### src/rtl/spi_axi_pkg.sv
// spi_axi_pkg: shared FSM encoding, SPI frame lengths and address helper for the SPI-to-AXI-Lite bridge
package spi_axi_pkg;
  typedef enum logic [2:0] {IDLE, CMD, WR_DATA, WR_ISSUE, RD_REQ, RD_SHIFT, DONE} state_t;
  localparam int CMD_BITS = 8;
  localparam int DUMMY_BITS = 8;
  localparam int DATA_BITS = 32;
  localparam logic [7:0] ERR_CLEAR_CMD = 8'h7F;
  function automatic logic [31:0] word_addr(input logic [31:0] base, input logic [6:0] idx);
    return base + {23'd0, idx, 2'b00};
  endfunction
endpackage

### src/rtl/spi_pin_sync.sv
// spi_pin_sync: synchronizes SCK/CS_n/MOSI into clk domain and flags SCK rise/fall (i_clk/i_rst, i_sck/i_cs_n/i_mosi -> o_sck_rise/o_sck_fall/o_cs_n_s/o_mosi_s)
module spi_pin_sync #(
  parameter int SYNC_STAGES = 2
) (
  input  logic i_clk,
  input  logic i_rst,
  input  logic i_sck,
  input  logic i_cs_n,
  input  logic i_mosi,
  output logic o_sck_rise,
  output logic o_sck_fall,
  output logic o_cs_n_s,
  output logic o_mosi_s
);
  logic [SYNC_STAGES-1:0] r_sck, r_cs_n, r_mosi;
  logic r_sck_d;
  always_ff @(posedge i_clk or posedge i_rst) begin
    if (i_rst) begin
      r_sck   <= '0;
      r_cs_n  <= '1;
      r_mosi  <= '0;
      r_sck_d <= 1'b0;
    end else begin
      r_sck   <= {r_sck[SYNC_STAGES-2:0], i_sck};
      r_cs_n  <= {r_cs_n[SYNC_STAGES-2:0], i_cs_n};
      r_mosi  <= {r_mosi[SYNC_STAGES-2:0], i_mosi};
      r_sck_d <= r_sck[SYNC_STAGES-1];
    end
  end
  assign o_sck_rise = r_sck[SYNC_STAGES-1] & ~r_sck_d;
  assign o_sck_fall = ~r_sck[SYNC_STAGES-1] & r_sck_d;
  assign o_cs_n_s   = r_cs_n[SYNC_STAGES-1];
  assign o_mosi_s   = r_mosi[SYNC_STAGES-1];
endmodule

### src/rtl/spi_to_axi_master.sv
// spi_to_axi_master: mode-0 SPI slave (ACLK-oversampled pins) issuing AXI-Lite reads/writes; BUSY/ERR status outputs
module spi_to_axi_master
  import spi_axi_pkg::*;
#(
  parameter logic [31:0] BASE_ADDR   = 32'h0000_0000,
  parameter int          SYNC_STAGES = 2,
  parameter int          TIMEOUT     = 255
) (
  input  logic        ACLK,
  input  logic        ARESET,
  input  logic        SPI_SCK,
  input  logic        SPI_CS,
  input  logic        SPI_MOSI,
  output logic        SPI_MISO,
  output logic        AWVALID,
  input  logic        AWREADY,
  output logic [31:0] AWADDR,
  output logic        WVALID,
  input  logic        WREADY,
  output logic [31:0] WDATA,
  output logic        ARVALID,
  input  logic        ARREADY,
  output logic [31:0] ARADDR,
  input  logic        RVALID,
  output logic        RREADY,
  input  logic [31:0] RDATA,
  output logic        BUSY,
  output logic        ERR
);
  localparam int TW = $clog2(TIMEOUT + 1);
  localparam logic [5:0] CMD_LAST   = 6'(CMD_BITS - 1);
  localparam logic [5:0] WR_LAST    = 6'(CMD_BITS + DATA_BITS - 1);
  localparam logic [5:0] DATA_START = 6'(CMD_BITS + DUMMY_BITS);
  localparam logic [5:0] RD_END     = 6'(CMD_BITS + DUMMY_BITS + DATA_BITS);
  logic w_sck_rise, w_sck_fall, w_cs_n, w_mosi, w_cs_fall, w_axi_wait, w_late;
  logic [31:0] w_word;
  state_t r_state;
  logic r_cs_d, r_abort;
  logic [5:0] r_bit_cnt;
  logic [31:0] r_sr, r_miso_sr;
  logic [TW-1:0] r_to_cnt;
  spi_pin_sync #(.SYNC_STAGES(SYNC_STAGES)) u_sync (
    .i_clk(ACLK), .i_rst(ARESET), .i_sck(SPI_SCK), .i_cs_n(SPI_CS), .i_mosi(SPI_MOSI),
    .o_sck_rise(w_sck_rise), .o_sck_fall(w_sck_fall), .o_cs_n_s(w_cs_n), .o_mosi_s(w_mosi)
  );
  assign w_word     = {r_sr[30:0], w_mosi};
  assign w_cs_fall  = r_cs_d & ~w_cs_n;
  assign w_axi_wait = (r_state == WR_ISSUE) || (r_state == RD_REQ);
  // read data that misses the end of the dummy byte cannot be shifted out in time
  assign w_late     = r_bit_cnt >= DATA_START;
  always_ff @(posedge ACLK or posedge ARESET) begin
    if (ARESET) begin
      r_state   <= IDLE;
      r_cs_d    <= 1'b1;
      r_abort   <= 1'b0;
      r_bit_cnt <= '0;
      r_sr      <= '0;
      r_miso_sr <= '0;
      r_to_cnt  <= '0;
      SPI_MISO  <= 1'b0;
      AWVALID   <= 1'b0;
      AWADDR    <= '0;
      WVALID    <= 1'b0;
      WDATA     <= '0;
      ARVALID   <= 1'b0;
      ARADDR    <= '0;
      RREADY    <= 1'b0;
      BUSY      <= 1'b0;
      ERR       <= 1'b0;
    end else begin
      r_cs_d <= w_cs_n;
      if (w_sck_rise && !w_cs_n) begin
        r_sr <= w_word;
        if (r_bit_cnt != '1) r_bit_cnt <= r_bit_cnt + 6'd1;
      end
      if (!w_axi_wait) r_to_cnt <= '0;
      else if (r_to_cnt != TW'(TIMEOUT)) r_to_cnt <= r_to_cnt + 1'b1;
      if (r_to_cnt == TW'(TIMEOUT)) ERR <= 1'b1;
      // host started a new frame while the previous one is still in flight
      if (w_cs_fall && r_state != IDLE) ERR <= 1'b1;
      if (w_cs_n && r_state != IDLE) r_abort <= 1'b1;
      if (r_state != RD_SHIFT) SPI_MISO <= 1'b0;
      case (r_state)
        IDLE: if (w_cs_fall) begin
          r_state   <= CMD;
          BUSY      <= 1'b1;
          r_bit_cnt <= '0;
          r_abort   <= 1'b0;
        end
        CMD: if (w_cs_n) begin
          ERR     <= 1'b1;
          BUSY    <= 1'b0;
          r_state <= IDLE;
        end else if (w_sck_rise && r_bit_cnt == CMD_LAST) begin
          if (w_word[7:0] == ERR_CLEAR_CMD) begin
            ERR     <= 1'b0;
            r_state <= DONE;
          end else if (w_word[7]) begin
            ARADDR  <= word_addr(BASE_ADDR, w_word[6:0]);
            ARVALID <= 1'b1;
            r_state <= RD_REQ;
          end else begin
            AWADDR  <= word_addr(BASE_ADDR, w_word[6:0]);
            r_state <= WR_DATA;
          end
        end
        WR_DATA: if (w_cs_n) begin
          ERR     <= 1'b1;
          BUSY    <= 1'b0;
          r_state <= IDLE;
        end else if (w_sck_rise && r_bit_cnt == WR_LAST) begin
          WDATA   <= w_word;
          AWVALID <= 1'b1;
          WVALID  <= 1'b1;
          r_state <= WR_ISSUE;
        end
        WR_ISSUE: begin
          if (AWREADY) AWVALID <= 1'b0;
          if (WREADY) WVALID <= 1'b0;
          if ((!AWVALID || AWREADY) && (!WVALID || WREADY)) r_state <= DONE;
        end
        RD_REQ: begin
          if (ARVALID && ARREADY) begin
            ARVALID <= 1'b0;
            RREADY  <= 1'b1;
          end
          if (RREADY && RVALID) begin
            RREADY    <= 1'b0;
            r_miso_sr <= w_late ? 32'h0 : RDATA;
            if (w_late) ERR <= 1'b1;
            r_state   <= RD_SHIFT;
          end
        end
        RD_SHIFT: if (r_abort || w_cs_n || r_bit_cnt >= RD_END) r_state <= DONE;
        else if (w_sck_fall) begin
          SPI_MISO <= w_late ? r_miso_sr[31] : 1'b0;
          if (w_late) r_miso_sr <= {r_miso_sr[30:0], 1'b0};
        end
        DONE: if (w_cs_n) begin
          r_state <= IDLE;
          BUSY    <= 1'b0;
        end
        default: r_state <= IDLE;
      endcase
    end
  end
endmodule

### config.mk
export PLATFORM = sky130hd
export DESIGN_NAME = spi_to_axi_master
export DESIGN_NICKNAME = d
export VERILOG_FILES = /design/src/rtl/spi_axi_pkg.sv /design/src/rtl/spi_pin_sync.sv /design/src/rtl/spi_to_axi_master.sv
export SDC_FILE = /design/constraint.sdc
export NUM_CORES = 1
export LEC_CHECK = 0
export CAP_MARGIN = 20
export CELL_PAD_IN_SITES_DETAIL_PLACEMENT = 1
export CELL_PAD_IN_SITES_GLOBAL_PLACEMENT = 1
export CORE_UTILIZATION = 35
export DETAILED_ROUTE_END_ITERATION = 6
export PLACE_DENSITY_LB_ADDON = 0.1
export SETUP_SLACK_MARGIN = 0.1
export SYNTH_ARGS = -nofsm -noshare
export SYNTH_HDL_FRONTEND = slang
export SYNTH_SLANG_ARGS = --single-unit
export TNS_END_PERCENT = 5
### constraint.sdc
create_clock -name ACLK -period 4.4 [get_ports ACLK]
set_input_delay 0.66 -clock ACLK [delete_from_list [all_inputs] [get_ports ACLK]]
set_output_delay 0.66 -clock ACLK [all_outputs]
set_load 0.005 [all_outputs]
==> impl_metrics.yaml, run 1 <==
place:
  post-place-ws_ns: 1.82
  gp_congestion: 0.750
  hpwl_um: 9170
  dpl-instance-area_um2: 7350
  place_inst: 852
  port_buffers: 93
sta:
  post-route-period-util: 0.576
  finalClockSkew_ns: 0.00739
  worstMarginPinSlew_ns: 0.949
  maxSlewViolCount: 0
  hold_viol: 0
  setup_viol: 0
  rsz0062_at_grt: "no"
  max_freq_mhz: 394
  fin_crit_ns: 2.54
  max_slew_margin: 0.367
  setup_ws_ns: 1.86
  hold_slack_ns: 0.355
  setup_tns_ns: 0
setup_path:
  endpoint: "WDATA[4]"
  crit_buf_inv: 0
  critical_path_class: "reg -> reg"
  worstPathMaxFanout: 34
  cp.depth: 5
  cpPeakStageDelay_ns: 0.75
  reg2reg_to: "WDATA[4]"
  cp-startpoint: "r_bit_cnt[0]"
  crit_family: "simple AND/OR/NAND/NOR gates"
  crit_path_top_delay_cell: "nand3_2"
  cp.required_ns: 4.69
  critPathArrivalTime_ns: 2.83
  r2r_setup_slack_ns: 1.86
  reg2reg_from: "r_bit_cnt[0]"
  rr_worst_depth: 5
  crit_chain: "ha_1, nand4b_1, nor3_1, nand3_2, mux2_2"
  critPathLaunchType: "flip-flop"
  end_kind: "flip-flop"
die:
  core_area_um2: 17500
  die_area_um2: 18700
  die_h_um: 137
  rows: 48
  initial_core_util: 0.363
  die_x_um: 137
  ios: 144
layout:
  multi_input_area_um2: 2480
  drive_above_1_share: 0.196
  ff_latch_area_um2: 3560
  finish.utilization: 0.452
  syn_to_final_growth_pct: 24.4
  fin_cells: 882
  final_net_count: 690
  insertedDiodeCount: 0
  num-fill-cells: 1897
  fin_area_um2: 7930
logic_synthesis:
  synth_cells: 557
  ys_types: 49
  ys_seq_elements: 142
  syn_avg_cell_area_um2: 11.4
  ys_seq_area_frac: 0.558
  async_flop_share: 1.00
  synth-main-ff-cell: "dfrtp_1"
  ys_warn_count: 0
  syn_area_um2: 6370
  synth_edf_count: 0
global_routing:
  grt_max_degree: 67
  grt_pass1_vias: 4580
  grt_pass1_wl_um: 23600
  antenna_found_initial: 0
  grt_remaining_overflow: 0
  grt_usage: 0.165
clock_network:
  cts_tree: "done"
  clock-sinks: 142
  post_cts_resized: 0
  postCtsSetupBuffers: 0
  cts_max_path_buffers: 2
  cts_buffers: 17
  cts.clk_slew.worst_paths_ns: 0.06
  root_buffer: "clkbuf_16"
  cts_htree_levels: 4
  cts_hold_repair.buffers: 0
  clock_latency_ns: 0.42
route:
  firstDrtPassIters: 4
  wl_um: 14200
  vias: 4285
  wl_per_cell_um: 16.1
  viasPerCell: 4.86
  drt-initial-drc-count: 147
  final_antenna_net_count: 0
  drc: 0
power:
  p_per_area_nw_per_um2: 469
  finalPower_mw: 3.71
  p_leak_nw: 3.55
  peakVddDrop_uv: 340
hold_path:
  hold_depth: 0
  hp-class: "reg -> reg"
run:
  drv_cap: 0
status:
  outcome: "completed"
==> where the power goes <==
part | internal [mW] | switching [mW] | total, mW
clock | 0.839 | 0.539 | 1.38
sequential | 1.50 | 0.191 | 1.69
combinational | 0.308 | 0.339 | 0.646
==> cells by family after synthesis <==
group,Yosys count,synth area share
compound gates,68,0.0709
xor+xnor,4,0.00550
fa+ha+maj,2,0.00393
buf+inv,86,0.0840
flops,142,0.558
mux,81,0.142
other cells,1,0.000588
simple gates,173,0.135
==> state kept, by name, indices dropped and copies added (netlist names), 2 cells and up <==
signal / cells
u_sync.r_cs_n: 2
r_to_cnt: 8
AWADDR: 7
WDATA: 32
u_sync.r_mosi: 2
r_bit_cnt: 6
r_sr: 31
r_miso_sr: 32
u_sync.r_sck: 2
r_state: 3
ARADDR: 7
==> layout make-up <==
class / count / share of cell area
clock buffers: 19 / 0.0559
clock inverters: 10 / 0.0148
inverters: 6 / 0.00331
multi-input cells: 378 / 0.313
flip-flops and latches: 142 / 0.449
well taps: 225 / 0.0355
repair buffers: 102 / 0.129
==> worst reg2reg max path, cell delays in order (launching register included) <==
cell and delay [ns]:
dfrtp_1 0.38, ha_1 0.24, nand4b_1 0.18, nor3_1 0.24, nand3_2 0.75, mux2_2 0.61
==> Yosys cell counts (2+ instances only) <==
master / number / share of area
clkbuf_1: 16 / 0.0094
nor3_1: 5 / 0.0039
a22oi_1: 2 / 0.0024
a21oi_1: 6 / 0.0047
and2_1: 2 / 0.0020
a32o_1: 2 / 0.0031
nor3b_2: 3 / 0.0059
o21ai_0: 10 / 0.0079
a21o_1: 2 / 0.0024
or3_1: 2 / 0.0020
dfrtp_1: 139 / 0.55
nor2b_1: 6 / 0.0059
a31oi_1: 36 / 0.035
nand4b_1: 3 / 0.0041
inv_1: 6 / 0.0035
mux2i_1: 4 / 0.0063
nand2_1: 40 / 0.024
xor2_1: 3 / 0.0041
buf_2: 11 / 0.0086
dfstp_2: 3 / 0.012
nand3_1: 39 / 0.031
buf_4: 53 / 0.062
nand4_1: 4 / 0.0039
and3_1: 3 / 0.0029
o211ai_1: 3 / 0.0035
nor2_1: 53 / 0.031
ha_1: 2 / 0.0039
mux2_2: 77 / 0.14
and4b_1: 2 / 0.0031
==> layout by cell type, fill, tap and decap left out, types with 6 or more instances in the layout <==
| cell type | n |
|---|---|
| dfrtp_1 | 139 |
| clkbuf_16 | 17 |
| buf_4 | 7 |
| clkdlybuf4s50_1 | 93 |
| nor2b_1 | 6 |
| conb_1 | 50 |
| a31oi_1 | 36 |
| a21oi_1 | 6 |
| nand2_1 | 40 |
| mux2_2 | 77 |
| o21ai_0 | 10 |
| nor2_1 | 52 |
| nand3_1 | 38 |
==> how the worst min path moves through the flow <==
stage	slack, ns	from	endpoint
after global placement	0.34	u_sync.r_mosi[0]	u_sync.r_mosi[1]
after CTS	0.36	u_sync.r_sck[0]	u_sync.r_sck[1]
after global routing	0.36	u_sync.r_sck[0]	u_sync.r_sck[1]
after floorplan	0.33	u_sync.r_mosi[0]	u_sync.r_mosi[1]
after detailed placement	0.34	u_sync.r_sck[0]	u_sync.r_sck[1]
final	0.35	u_sync.r_sck[0]	u_sync.r_sck[1]
==> layer usage <==
layer  up-vias  track usage  part of all wire
li1       2023            -                 -
met1      2163        0.216              0.45
met2        89        0.255              0.48
met3        10       0.0556             0.059
met4         0       0.0531            0.0089
met5         -            0                 0
Power figures use the tool's default switching activity.
==> run 2, diff against run 1 <==
==> constraint.sdc (replaced) <==
create_clock -name ACLK -period 2.1 [get_ports ACLK]
set_input_delay 0.315 -clock ACLK [delete_from_list [all_inputs] [get_ports ACLK]]
set_output_delay 0.315 -clock ACLK [all_outputs]
set_load 0.005 [all_outputs]
==> impl_metrics.yaml, run 2 (synthesis results as in run 1) <==
setup_path:
  crit_path_top_delay_cell: "dfrtp_1"
  rr_worst_depth: 5
  cp.required_ns: 2.40
  r2r_setup_slack_ns: 0.11
  reg2reg_from: "r_bit_cnt[0]"
  crit_chain: "ha_4, nand4b_1, nor4_4, and4b_4, mux2_2"
  critPathLaunchType: "flip-flop"
  cp-startpoint: "r_bit_cnt[0]"
  reg2reg_to: "AWADDR[8]"
  endpoint: "AWADDR[8]"
  critPathArrivalTime_ns: 2.29
  critical_path_class: "reg -> reg"
  worstPathMaxFanout: 7
  cpPeakStageDelay_ns: 0.42
  end_kind: "flip-flop"
power:
  power_switching_share: 0.298
  power_frac_clock: 0.386
  peakVddDrop_uv: 523
  p_int_mw: 5.80
  switchingPower_mw: 2.46
  p_leak_nw: 3.71
  p_per_area_nw_per_um2: 1000
  seqPwrFrac: 0.432
  finalPower_mw: 8.27
  combPwrFrac: 0.183
global_routing:
  grt_max_degree: 92
  grt_pass1_vias: 4674
  antenna_found_initial: 0
  grt_remaining_overflow: 0
  grt_pass1_wl_um: 24300
  grt_usage: 0.168
sta:
  hold_viol: 0
  finalClockSkew_ns: 0.00714
  rsz0062_at_grt: "yes"
  post-route-period-util: 0.946
  fin_crit_ns: 1.99
  max_freq_mhz: 503
  setup_tns_ns: 0
  hold_slack_ns: 0.307
  setup_viol: 0
  maxSlewViolCount: 0
route:
  wl_per_cell_um: 16.7
  drc: 0
  dr_wl_met2_um: 7500
  vias: 4447
  routed.top_layer: "met4"
  firstDrtPassIters: 4
  wl_met3_um: 731
  viasPerCell: 4.92
  wl_um: 15100
  wl_met1_um: 6780
  drt-initial-drc-count: 146
  final_antenna_net_count: 0
layout:
  drive_above_1_share: 0.235
  final_common_cell: "dfrtp_1"
  fin_cells: 903
  num-fill-cells: 1864
  insertedDiodeCount: 0
  final_cell_mix: "135 x dfrtp_1, 93 x clkdlybuf4s50_1, 72 x mux2_2"
  fin_area_um2: 8260
  final_net_count: 708
  syn_to_final_growth_pct: 29.6
  top_regs: "WDATA x32, r_miso_sr x32, r_sr x31"
clock_network:
  clock_latency_ns: 0.42
  cts_max_path_buffers: 2
  cts_hold_repair.buffers: 0
  cts_tree: "done"
  clock-sinks: 142
  cts_htree_levels: 4
  root_buffer: "clkbuf_16"
  cts_buffers: 17
  cts.clk_slew.worst_paths_ns: 0.07
place:
  port_buffers: 93
  hpwl_um: 9610
  place_inst: 862
  dpl-instance-area_um2: 7460
  gp_congestion: 0.732
hold_path:
  hold_start: "SPI_CS"
  hp-class: "in -> reg"
status:
  outcome: "completed"
die:
  rows: 48
  core_area_um2: 17500
  die_x_um: 137
  die_h_um: 137
  initial_core_util: 0.363
  ios: 144
  die_area_um2: 18700
run:
  drv_cap: 0
-- run 2: cell types whose count changed in the layout (fill, tap and decap cells not counted), sizes merged --
cell	previous run	this run
buf	9	25
bufinv	2	3
clkinvlp	5	2
inv	6	13
-- run 2: worst min-delay path by stage --
stage | cells after the start | endpoint
6_report | 1 | u_sync.r_cs_n[0]
5_1_grt | 1 | u_sync.r_cs_n[0]
4_1_cts | 1 | u_sync.r_cs_n[0]
3_5_place_dp | 0 | u_sync.r_sck[1]
3_3_place_gp | 0 | u_sync.r_mosi[1]
2_1_floorplan | 0 | u_sync.r_cs_n[0]
-- run 2: critical path: cells and delay by family, from the launching register on --
kind,cells,cell delay (ns)
adder cells (fa/ha/maj),1,0.17
AND/OR/NAND/NOR,3,0.92
multiplexers,1,0.35
flip-flops,1,0.42
-- run 2: cell type report --
type | count | area (um^2) | share of cell area
flip-flops and latches | 142 | 3560 | 0.431
multi-input cells | 378 | 2540 | 0.308
clock buffers | 17 | 425 | 0.0515
well taps | 225 | 282 | 0.0341
clock inverters | 15 | 198 | 0.0239
repair buffers | 120 | 1220 | 0.148
inverters | 6 | 26.3 | 0.00318
-- run 2: per-layer routing --
layer / vias up / GRT usage
li1: 2071 / -
met1: 2283 / 0.217
met2: 87 / 0.270
met3: 6 / 0.0530
met4: 0 / 0.0452
met5: - / 0
-- run 2: power by group through the flow --
stage | clock, mW | sequential (mW) | combinational [mW]
3_5_place_dp | 0 | 3.58 | 1.45
2_1_floorplan | 0 | 3.42 | 1.09
5_1_grt | 3.38 | 3.63 | 1.72
4_1_cts | 3.28 | 3.54 | 1.47
3_3_place_gp | 0 | 3.56 | 1.40
6_report | 3.19 | 3.57 | 1.51
-- run 2: what timing repair did --
| item | 4_1_cts | 5_1_grt |
|---|---|---|
| endpoints found under the setup margin | 7 | 41 |
| cloned | 0 | 2 |
| pin swaps | 0 | 6 |
| gates resized for setup | 2 | 18 |
| buffers inserted | 0 | 7 |
| hold endpoints to repair | 0 | 0 |
-- run 2: stage by stage --
stage          worst slack [ns]   util
2_1_floorplan            0.0104      -
3_3_place_gp              0.134  0.425
3_5_place_dp           -0.00665  0.425
4_1_cts                  0.0911  0.461
5_1_grt                  0.0483  0.471
6_report                  0.113  0.471
==> run 3, diff against run 2 <==
--- a/config.mk
+++ b/config.mk
@@ -10,6 +10,7 @@
 export CELL_PAD_IN_SITES_GLOBAL_PLACEMENT = 1
 export CORE_UTILIZATION = 35
 export DETAILED_ROUTE_END_ITERATION = 6
+export GPL_ROUTABILITY_DRIVEN = 0
 export PLACE_DENSITY_LB_ADDON = 0.1
 export SETUP_SLACK_MARGIN = 0.1
 export SYNTH_ARGS = -nofsm -noshare
==> results of run 3 <==
Final layout, timing and power as in run 2 (identical DEF).
